==> src/rtl/vga_mem_sched.sv <==
// vga_mem_sched: video memory arbiter, line burst fetch + host port.
// Ports: clk_p/rst, newline/newfield, h_* host, m_* memory, lb_* buffer.
module vga_mem_sched #(
  parameter int ADDR_W         = 16,
  parameter int DATA_W         = 16,
  parameter int WORDS_PER_LINE = 40,
  parameter int LINES          = 480,
  parameter int MEM_LAT        = 2
) (
  input  logic              clk_p,
  input  logic              rst,
  input  logic              newline,
  input  logic              newfield,
  input  logic              h_req,
  input  logic              h_we,
  input  logic [ADDR_W-1:0] h_addr,
  input  logic [DATA_W-1:0] h_wdata,
  output logic              h_ack,
  output logic [DATA_W-1:0] h_rdata,
  output logic              m_en,
  output logic              m_we,
  output logic [ADDR_W-1:0] m_addr,
  output logic [DATA_W-1:0] m_wdata,
  input  logic [DATA_W-1:0] m_rdata,
  output logic              lb_we,
  output logic              lb_bank,
  output logic [5:0]        lb_addr,
  output logic [DATA_W-1:0] lb_data,
  output logic              overrun
);

  localparam int LW = $clog2(LINES + 1);
  localparam int KW = 6;
  localparam int CW = $clog2(MEM_LAT + 2);

  localparam logic [LW-1:0] LINES_C = LW'(LINES);
  localparam logic [KW-1:0] K_LAST  = KW'(WORDS_PER_LINE - 1);
  localparam logic [CW-1:0] C_LAT   = CW'(MEM_LAT);
  localparam logic [CW-1:0] C_ACK   = CW'(MEM_LAT + 1);

  typedef enum logic [2:0] {
    IDLE, D_ISSUE, D_DRAIN, H_WR, H_RD
  } state_t;

  state_t              state_q, state_d;
  logic                pend_q, pend_d;
  logic [LW-1:0]       line_q, line_d;
  logic [ADDR_W-1:0]   base_q, base_d;
  logic [KW-1:0]       k_q, k_d;
  logic [CW-1:0]       cnt_q, cnt_d;
  logic                bank_q, bank_d;
  logic                ovr_q, ovr_d;
  logic [DATA_W-1:0]   rdata_q, rdata_d;

  // tag pipe: valid bit and word index per in-flight burst read
  logic [MEM_LAT-1:0]  tv_q;
  logic [KW-1:0]       ti_q [MEM_LAT];

  logic                issue;
  logic                last_wr;

  assign issue   = (state_q == D_ISSUE);
  assign last_wr = tv_q[MEM_LAT-1] &&
                   (ti_q[MEM_LAT-1] == K_LAST);

  always_ff @(posedge clk_p or negedge rst) begin
    if (!rst) begin
      state_q <= IDLE;
      pend_q  <= 1'b0;
      line_q  <= LINES_C;
      base_q  <= '0;
      k_q     <= '0;
      cnt_q   <= '0;
      bank_q  <= 1'b0;
      ovr_q   <= 1'b0;
      rdata_q <= '0;
    end else begin
      state_q <= state_d;
      pend_q  <= pend_d;
      line_q  <= line_d;
      base_q  <= base_d;
      k_q     <= k_d;
      cnt_q   <= cnt_d;
      bank_q  <= bank_d;
      ovr_q   <= ovr_d;
      rdata_q <= rdata_d;
    end
  end

  always_ff @(posedge clk_p or negedge rst) begin
    if (!rst) begin
      tv_q <= '0;
      for (int i = 0; i < MEM_LAT; i++)
        ti_q[i] <= '0;
    end else begin
      tv_q[0] <= issue;
      ti_q[0] <= k_q;
      for (int i = 1; i < MEM_LAT; i++) begin
        tv_q[i] <= tv_q[i-1];
        ti_q[i] <= ti_q[i-1];
      end
    end
  end

  always_comb begin
    state_d = state_q;
    pend_d  = pend_q;
    line_d  = line_q;
    base_d  = base_q;
    k_d     = k_q;
    cnt_d   = cnt_q;
    bank_d  = bank_q;
    ovr_d   = ovr_q;
    rdata_d = rdata_q;
    unique case (state_q)
      IDLE: begin
        k_d   = '0;
        cnt_d = '0;
        if (pend_q && (line_q < LINES_C)) begin
          bank_d  = ~bank_q;
          pend_d  = 1'b0;
          base_d  = ADDR_W'(32'(line_q) * WORDS_PER_LINE);
          state_d = D_ISSUE;
        end else if (pend_q) begin
          pend_d = 1'b0;
        end else if (h_req && !newline) begin
          // a newline this cycle will pend; let the burst go first
          state_d = h_we ? H_WR : H_RD;
        end
      end
      D_ISSUE: begin
        k_d = k_q + KW'(1);
        if (k_q == K_LAST) state_d = D_DRAIN;
      end
      D_DRAIN: begin
        if (last_wr) state_d = IDLE;
      end
      H_WR: begin
        cnt_d = cnt_q + CW'(1);
        if (cnt_q != '0) state_d = IDLE;
      end
      H_RD: begin
        cnt_d = cnt_q + CW'(1);
        if (cnt_q == C_LAT) rdata_d = m_rdata;
        if (cnt_q == C_ACK) state_d = IDLE;
      end
      default: state_d = IDLE;
    endcase
    if (newline) begin
      pend_d = 1'b1;
      if (pend_q || issue || (state_q == D_DRAIN))
        ovr_d = 1'b1;
      else if (newfield)
        ovr_d = 1'b0;
      if (newfield)
        line_d = '0;
      else if (line_q >= LINES_C)
        line_d = LINES_C;
      else
        line_d = line_q + LW'(1);
    end
  end

  always_comb begin
    m_en    = 1'b0;
    m_we    = 1'b0;
    m_addr  = '0;
    m_wdata = '0;
    h_ack   = 1'b0;
    unique case (state_q)
      D_ISSUE: begin
        m_en   = 1'b1;
        m_addr = base_q + ADDR_W'(k_q);
      end
      H_WR: begin
        if (cnt_q == '0) begin
          m_en    = 1'b1;
          m_we    = 1'b1;
          m_addr  = h_addr;
          m_wdata = h_wdata;
        end else begin
          h_ack = 1'b1;
        end
      end
      H_RD: begin
        if (cnt_q == '0) begin
          m_en   = 1'b1;
          m_addr = h_addr;
        end else if (cnt_q == C_ACK) begin
          h_ack = 1'b1;
        end
      end
      default: ;
    endcase
  end

  assign lb_we   = tv_q[MEM_LAT-1];
  assign lb_addr = lb_we ? ti_q[MEM_LAT-1] : '0;
  assign lb_data = lb_we ? m_rdata : '0;
  assign lb_bank = bank_q;
  assign overrun = ovr_q;
  assign h_rdata = rdata_q;

endmodule

==> config.mk <==
export PLATFORM = sky130hd
export DESIGN_NAME = vga_mem_sched
export DESIGN_NICKNAME = d
export VERILOG_FILES = /design/src/rtl/vga_mem_sched.sv
export SDC_FILE = /design/constraint.sdc
export NUM_CORES = 1
export LEC_CHECK = 0
export CORE_MARGIN = 2
export CORE_UTILIZATION = 49
export CTS_CLUSTER_DIAMETER = 30
export CTS_CLUSTER_SIZE = 20
export DETAILED_ROUTE_END_ITERATION = 6
export PLACE_DENSITY = 0.95
export SLEW_MARGIN = 15
export SYNTH_ARGS = -nofsm -noshare
export SYNTH_HDL_FRONTEND = slang
export SYNTH_SLANG_ARGS = --single-unit
==> constraint.sdc <==
create_clock -name clk_p -period 5.99 [get_ports clk_p]
set_input_delay 0.8985 -clock clk_p [delete_from_list [all_inputs] [get_ports clk_p]]
set_output_delay 0.8985 -clock clk_p [all_outputs]
set_load 0.02 [all_outputs]
==> impl_metrics.yaml, run 1 <==
status:
  status: "complete, no violations"
setup_path:
  critical_path_class: "register to output port"
  r2r_setup_slack_ns: 3.55
  crit_buf_inv: 2
  worstRegToRegCells: 8
  cp-start-kind: "register"
  timing.rr.start: "line_q[3]$_DFFE_PN0P_"
  cp_max_fo: 7
  cp.arrival_ns: 3.00
  worstPathRequired_ns: 5.09
  cp_top_family: "buffers and inverters"
  cpPeakStageDelay_ns: 0.63
  end_kind: "output port"
  cpMaxStageDelayCell: "clkdlybuf4s50_1"
  reg2reg_to: "base_q[14]$_DFFE_PN0P_"
  path_cells: "ha_1 > inv_1 > fa_1 > nand2b_1 > a21oi_1 > nand4_1 > xor2_1 > o21ai_0 > clkdlybuf4s50_1"
sta:
  clock-skew-final_ns: 0.00839
  rsz0062_at_grt: "false"
  drv_slew: 0
  fmax_mhz: 257
  hold_slack_ns: 0.350
  worst_slew_pin_slew_ns: 0.826
  setup_viol: 0
  timing.final.crit_share: 0.650
  min_period_ns: 3.90
  hold_violations: 0
  finalSetupTns_ns: 0
  relSlewSlack: 0.446
cells_and_area:
  final_common_cell: "clkdlybuf4s50_1"
  layout-drive-gt1-share: 0.113
  antenna_cells: 0
  layout_common_cells: "128 x clkdlybuf4s50_1, 61 x dfrtp_1, 43 x nand2_1"
  finalNonFillerCells: 611
  finalNetCount: 587
  post-route-util: 0.718
  multi_input_area_um2: 1980
  register_area_um2: 1630
  n_fill_cell: 470
  syn_to_final_growth_pct: 39.9
cts:
  numClockSinks: 65
  cts-root-buf: "clkbuf_8"
  clk_path_buf_depth: 2
  cts_resized: 0
  clkLatencyLatePin_ns: 0.34
  cts_setup_buffers: 0
  clk_transition_reported_paths_ns: 0.07
  cts_tree: "yes"
  cts_buffers: 9
  cts_hold_buf: 0
  h-tree-depth: 3
drt:
  via_per_inst: 5.48
  vias: 3346
  wirelength_um: 9460
  drc: 0
  wl_per_cell_um: 15.5
  first_iter_violations: 232
  drtAntennaViolNets: 0
  drt_pass1_iterations: 4
min_path:
  hold_depth: 0
  holdCritStartpoint: "ti_q[8]$_DFF_PN0_"
  hold_path_class: "register to register"
  min_to: "ti_q[2]$_DFF_PN0_"
floorplanning:
  rows: 31
  die-width_um: 91.6
  core-area_um2: 7330
  start_util: 0.513
  die_area_um2: 8400
  io_pins: 130
  die_y_um: 91.6
place:
  dp_hpwl_um: 7290
  place_inst: 595
  gp_congestion: 0.875
  io_buffers: 129
global_routing:
  grt_pass1_vias: 3296
  grt_first_pass_wirelength_um: 16100
  antenna_found_initial: 0
  grt_use_total: 0.237
  grt_max_degree: 66
  overflow: 0
synthesis:
  seq_area_frac_synth: 0.434
  yosysUniqueCellTypes: 53
  synth_edf_count: 0
  synth_area_leaders: "dfrtp_1 41%, ha_1 8.0%, mux2_2 6.0%"
  async_reset_ff_frac: 1.00
  netlist_area_um2: 3760
  syn_inst: 381
  syn_area_per_cell_um2: 9.88
  ys_dominant_reg_cell: "dfrtp_1"
  synth_nets: 461
  ys_ff_latch: 65
  yosysTopAreaCell: "dfrtp_1"
  synth_top_area_share: 0.406
  yosys_warnings: 0
power:
  pwr_density_cell_nw_per_um2: 342
  ir_drop_v: 0.000158
  p_leak_nw: 2.39
flow_run:
  cap_violations: 0
-- logic make-up (layout without fill, tap and decap cells) --
| group | after synthesis | in the layout | share of synthesized area |
|---|---|---|---|
| adder cells (fa/ha/maj) | 26 | 26 | 0.0904 |
| AND/OR/NAND/NOR | 139 | 139 | 0.192 |
| multiplexers | 23 | 23 | 0.0678 |
| buffers and inverters | 31 | 162 | 0.0396 |
| flip-flops | 65 | 65 | 0.434 |
| XOR/XNOR | 16 | 16 | 0.0372 |
| AO/OA/AOI/OAI | 81 | 81 | 0.140 |
-- flip-flops by register name, indices dropped and copies added (netlist names), 2 cells and up --
| signal | count |
|---|---|
| k_q | 6 |
| base_q | 12 |
| ti_q | 12 |
| state_q | 3 |
| h_rdata | 16 |
| tv_q | 2 |
| line_q | 9 |
| cnt_q | 2 |
-- stage by stage --
stage	power (W)	instance area, um^2	worst slack, ns
detailed placement	0.00148	5090	2.49
floorplan	0.00113	3760	2.97
global placement	0.00145	5090	2.60
CTS	0.00181	5260	2.11
global route	0.00192	5260	1.97
finish	0.00180	5260	2.09
-- area by class of cell --
type / count / area share
Timing Repair Buffer: 130 / 0.246
Sequential cell: 65 / 0.310
Tap cell: 99 / 0.0235
Inverter: 16 / 0.0114
Multi-Input combinational cell: 285 / 0.377
Clock buffer: 9 / 0.0235
Clock inverter: 7 / 0.00903
-- power by group --
part	total, W	switching, W	internal (W)
clock network	0.000320	0.000171	0.000149
registers	0.000632	0.000104	0.000528
logic	0.000849	0.000453	0.000396
-- metal layers --
layer  global-route usage  vias to the layer above  share of wire
li1                     -                     1598              -
met1                0.293                     1601           0.41
met2                0.420                      131           0.52
met3               0.0378                       16          0.054
met4               0.0795                        0          0.013
met5                    0                        -              0
-- synthesized netlist by cell type (2+ instances only) --
master	n
o22ai_1	7
ha_1	24
mux2i_1	3
nor3b_1	2
a22o_2	5
mux2_2	20
nor2_1	15
buf_2	2
o31ai_1	2
and3_1	19
inv_1	14
xor2_1	10
nand4_1	6
nor4_1	2
a21o_1	6
fa_1	2
or2_2	3
and2_1	23
dfstp_2	4
clkbuf_1	8
nand3_1	10
a21oi_1	15
nor3_1	7
buf_6	2
o21ai_0	31
dfrtp_1	61
a211oi_1	2
xnor2_1	6
nand2_1	43
nand2b_1	4
-- worst register-to-register path, cell delays in order, from the launching register on --
cell and delay, ns:
dfrtp_1 0.45, ha_1 0.31, ha_1 0.24, fa_1 0.41, a21o_1 0.19, o21ba_2 0.21
o221a_2 0.24, o21ai_0 0.15, o21ai_0 0.09
-- worst max path at each step --
stage                             startpoint  slack, ns         end  cells past startpoint
after floorplan           k_q[3]$_DFFE_PN0P_       2.97  m_addr[13]                      8
after global placement    k_q[3]$_DFFE_PN0P_       2.60  m_addr[13]                      9
after detailed placement  k_q[3]$_DFFE_PN0P_       2.49  m_addr[13]                      9
after CTS                 k_q[3]$_DFFE_PN0P_       2.11  m_addr[13]                      9
after global routing      k_q[3]$_DFFE_PN0P_       1.97  m_addr[13]                      9
final                     k_q[3]$_DFFE_PN0P_       2.09  m_addr[13]                      9
Power figures use the tool's default switching activity.
==> run 2: changes to the inputs <==
Settings changed: CORE_UTILIZATION 49 to 41, PLACE_DENSITY 0.95 to 0.85.
Clock period 5.99 ns to 3.3 ns, I/O delays scaled along.
==> run 2 against run 1 <==
  * Worst hold slack got worse by 0.23 ns
  * Critical path depth decreased by 2
  * Register-to-register slack got worse by 2.7 ns
  * Total power increased by 100%
  * Cell count increased by 2.3%
  * Largest cell class unchanged
  * Die area increased by 19%
  * Critical path type unchanged
  * Count of clock-buffer cells in the layout increased by 3
  * Sequential power increased by 79%
  * Non-clock buffer count increased by 5
  * Routed wire length decreased by 0.90%
  * Clock power increased to 2.7 times the previous value
==> impl_metrics.yaml, run 2 (synthesis gave the netlist of run 1 again) <==
cts:
  clkLatencyLatePin_ns: 0.34
  clk_transition_reported_paths_ns: 0.07
  cts_tree: "yes"
  h-tree-depth: 3
  numClockSinks: 65
  cts-root-buf: "clkbuf_8"
  clk_path_buf_depth: 2
  cts_buffers: 9
  cts_hold_buf: 0
floorplanning:
  rows: 34
  die_area_um2: 9960
  start_util: 0.427
  die-width_um: 99.8
  core-area_um2: 8810
  io_pins: 130
  die_y_um: 99.8
cells_and_area:
  stdcell_area_um2: 5420
  finalNetCount: 592
  syn_to_final_growth_pct: 44.1
  largest_reg_flops: 16
  layout-drive-gt1-share: 0.124
  antenna_cells: 0
  layout_common_cells: "124 x clkdlybuf4s50_1, 61 x dfrtp_1, 43 x nand2_1"
  final_common_cell: "clkdlybuf4s50_1"
  post-route-util: 0.616
global_routing:
  grt_first_pass_wirelength_um: 15400
  grt_use_total: 0.193
  grt_pass1_vias: 3233
  met2_usage: 0.337
  grtUsageMet3: 0.0369
  busiest_layer: "met2"
  overflow: 0
  use_met1: 0.233
  antenna_found_initial: 0
  grt_max_degree: 45
setup_path:
  critical_path_class: "register to output port"
  cp-start-kind: "register"
  cp-startpoint: "k_q[4]$_DFFE_PN0P_"
  timing.rr.start: "line_q[3]$_DFFE_PN0P_"
  cp_max_fo: 5
  end_kind: "output port"
  cp.arrival_ns: 2.67
  worstPathRequired_ns: 2.80
drt:
  wirelength_um: 9380
  drc: 0
  drt_pass1_iterations: 4
  drtAntennaViolNets: 0
  first_iter_violations: 190
  via_per_inst: 5.22
  wl_per_cell_um: 15.0
  vias: 3265
sta:
  timing.final.crit_share: 0.958
  clock-skew-final_ns: 0.00859
  fmax_mhz: 316
  relSlewSlack: 0.494
  setup_ws_ns: 0.137
  min_period_ns: 3.16
  setup_viol: 0
  worst_slew_pin_slew_ns: 0.755
  hold_violations: 0
  drv_slew: 0
power:
  ir_drop_v: 0.000301
  p_leak_nw: 2.50
  power_w: 0.00360
  pwr_density_cell_nw_per_um2: 663
flow_run:
  cap_violations: 0
place:
  dp_hpwl_um: 7230
  pre_cts_slack_ns: 0.210
  gp_congestion: 0.861
  placed_cell_area_um2: 5130
  io_buffers: 129
min_path:
  hold_path_class: "input pin to asynchronous set/reset pin"
status:
  status: "complete, no violations"
-- run 2: power breakdown --
group,switching (W),internal (W),leakage (nW)
sequential,0.000167,0.000959,0.860
clock,0.000298,0.000564,0.129
combinational,0.000847,0.000764,1.51
total,0.00131,0.00229,2.50
-- run 2: final timing paths --
path	cells after the start	slack [ns]	endpoint
worst max-delay path	7	0.14	m_addr[14]
worst min register to register	0	0.35	tv_q[1]$_DFF_PN0_
min in group clk_p	0	0.35	tv_q[1]$_DFF_PN0_
worst max register to register	8	0.88	base_q[14]$_DFFE_PN0P_
worst min-delay path	1	0.12	h_rdata[4]$_DFFE_PN0P_
max in group asynchronous	2	2.25	h_rdata[12]$_DFFE_PN0P_
-- run 2: area by class of cell --
cell class / count / area, um^2
clock buffers: 12 / 165
clock inverters: 4 / 97.6
fillers: 718 / 3380
inverters: 16 / 60.1
multi-input cells: 285 / 1990
flip-flops and latches: 65 / 1630
well taps: 108 / 135
repair buffers: 135 / 1350
-- run 2: timing repair --
| action | CTS | global route |
|---|---|---|
| setup buffers | 0 | 1 |
| endpoints found under the setup margin | 2 | 17 |
| gates resized for setup | 2 | 4 |
| pin swaps | 0 | 0 |
-- run 2: per-layer routing --
metal / vias to the layer above / wire length [um] / part of all wire
li1: 1611 / - / -
met5: - / 0 / 0
met2: 103 / 4770 / 0.51
met1: 1538 / 3910 / 0.42
met3: 13 / 490 / 0.052
met4: 0 / 201 / 0.021
-- run 2: through the flow --
stage	hold WS, ns	cells	TNS (ns)
6_report	0.119	625	0
5_1_grt	0.148	625	-0.0164
4_1_cts	0.127	624	0
3_5_place_dp	0.335	608	0
3_3_place_gp	0.333	608	0
2_1_floorplan	0.199	381	0
-- run 2: worst max-delay path, cell delays in order, from the launching register on --
cell and delay, ns:
dfrtp_1 0.43, ha_1 0.29, a21o_1 0.17, a21oi_1 0.37, nor3_1 0.13, xnor2_1 0.16
o21ai_0 0.15, clkdlybuf4s50_1 0.63
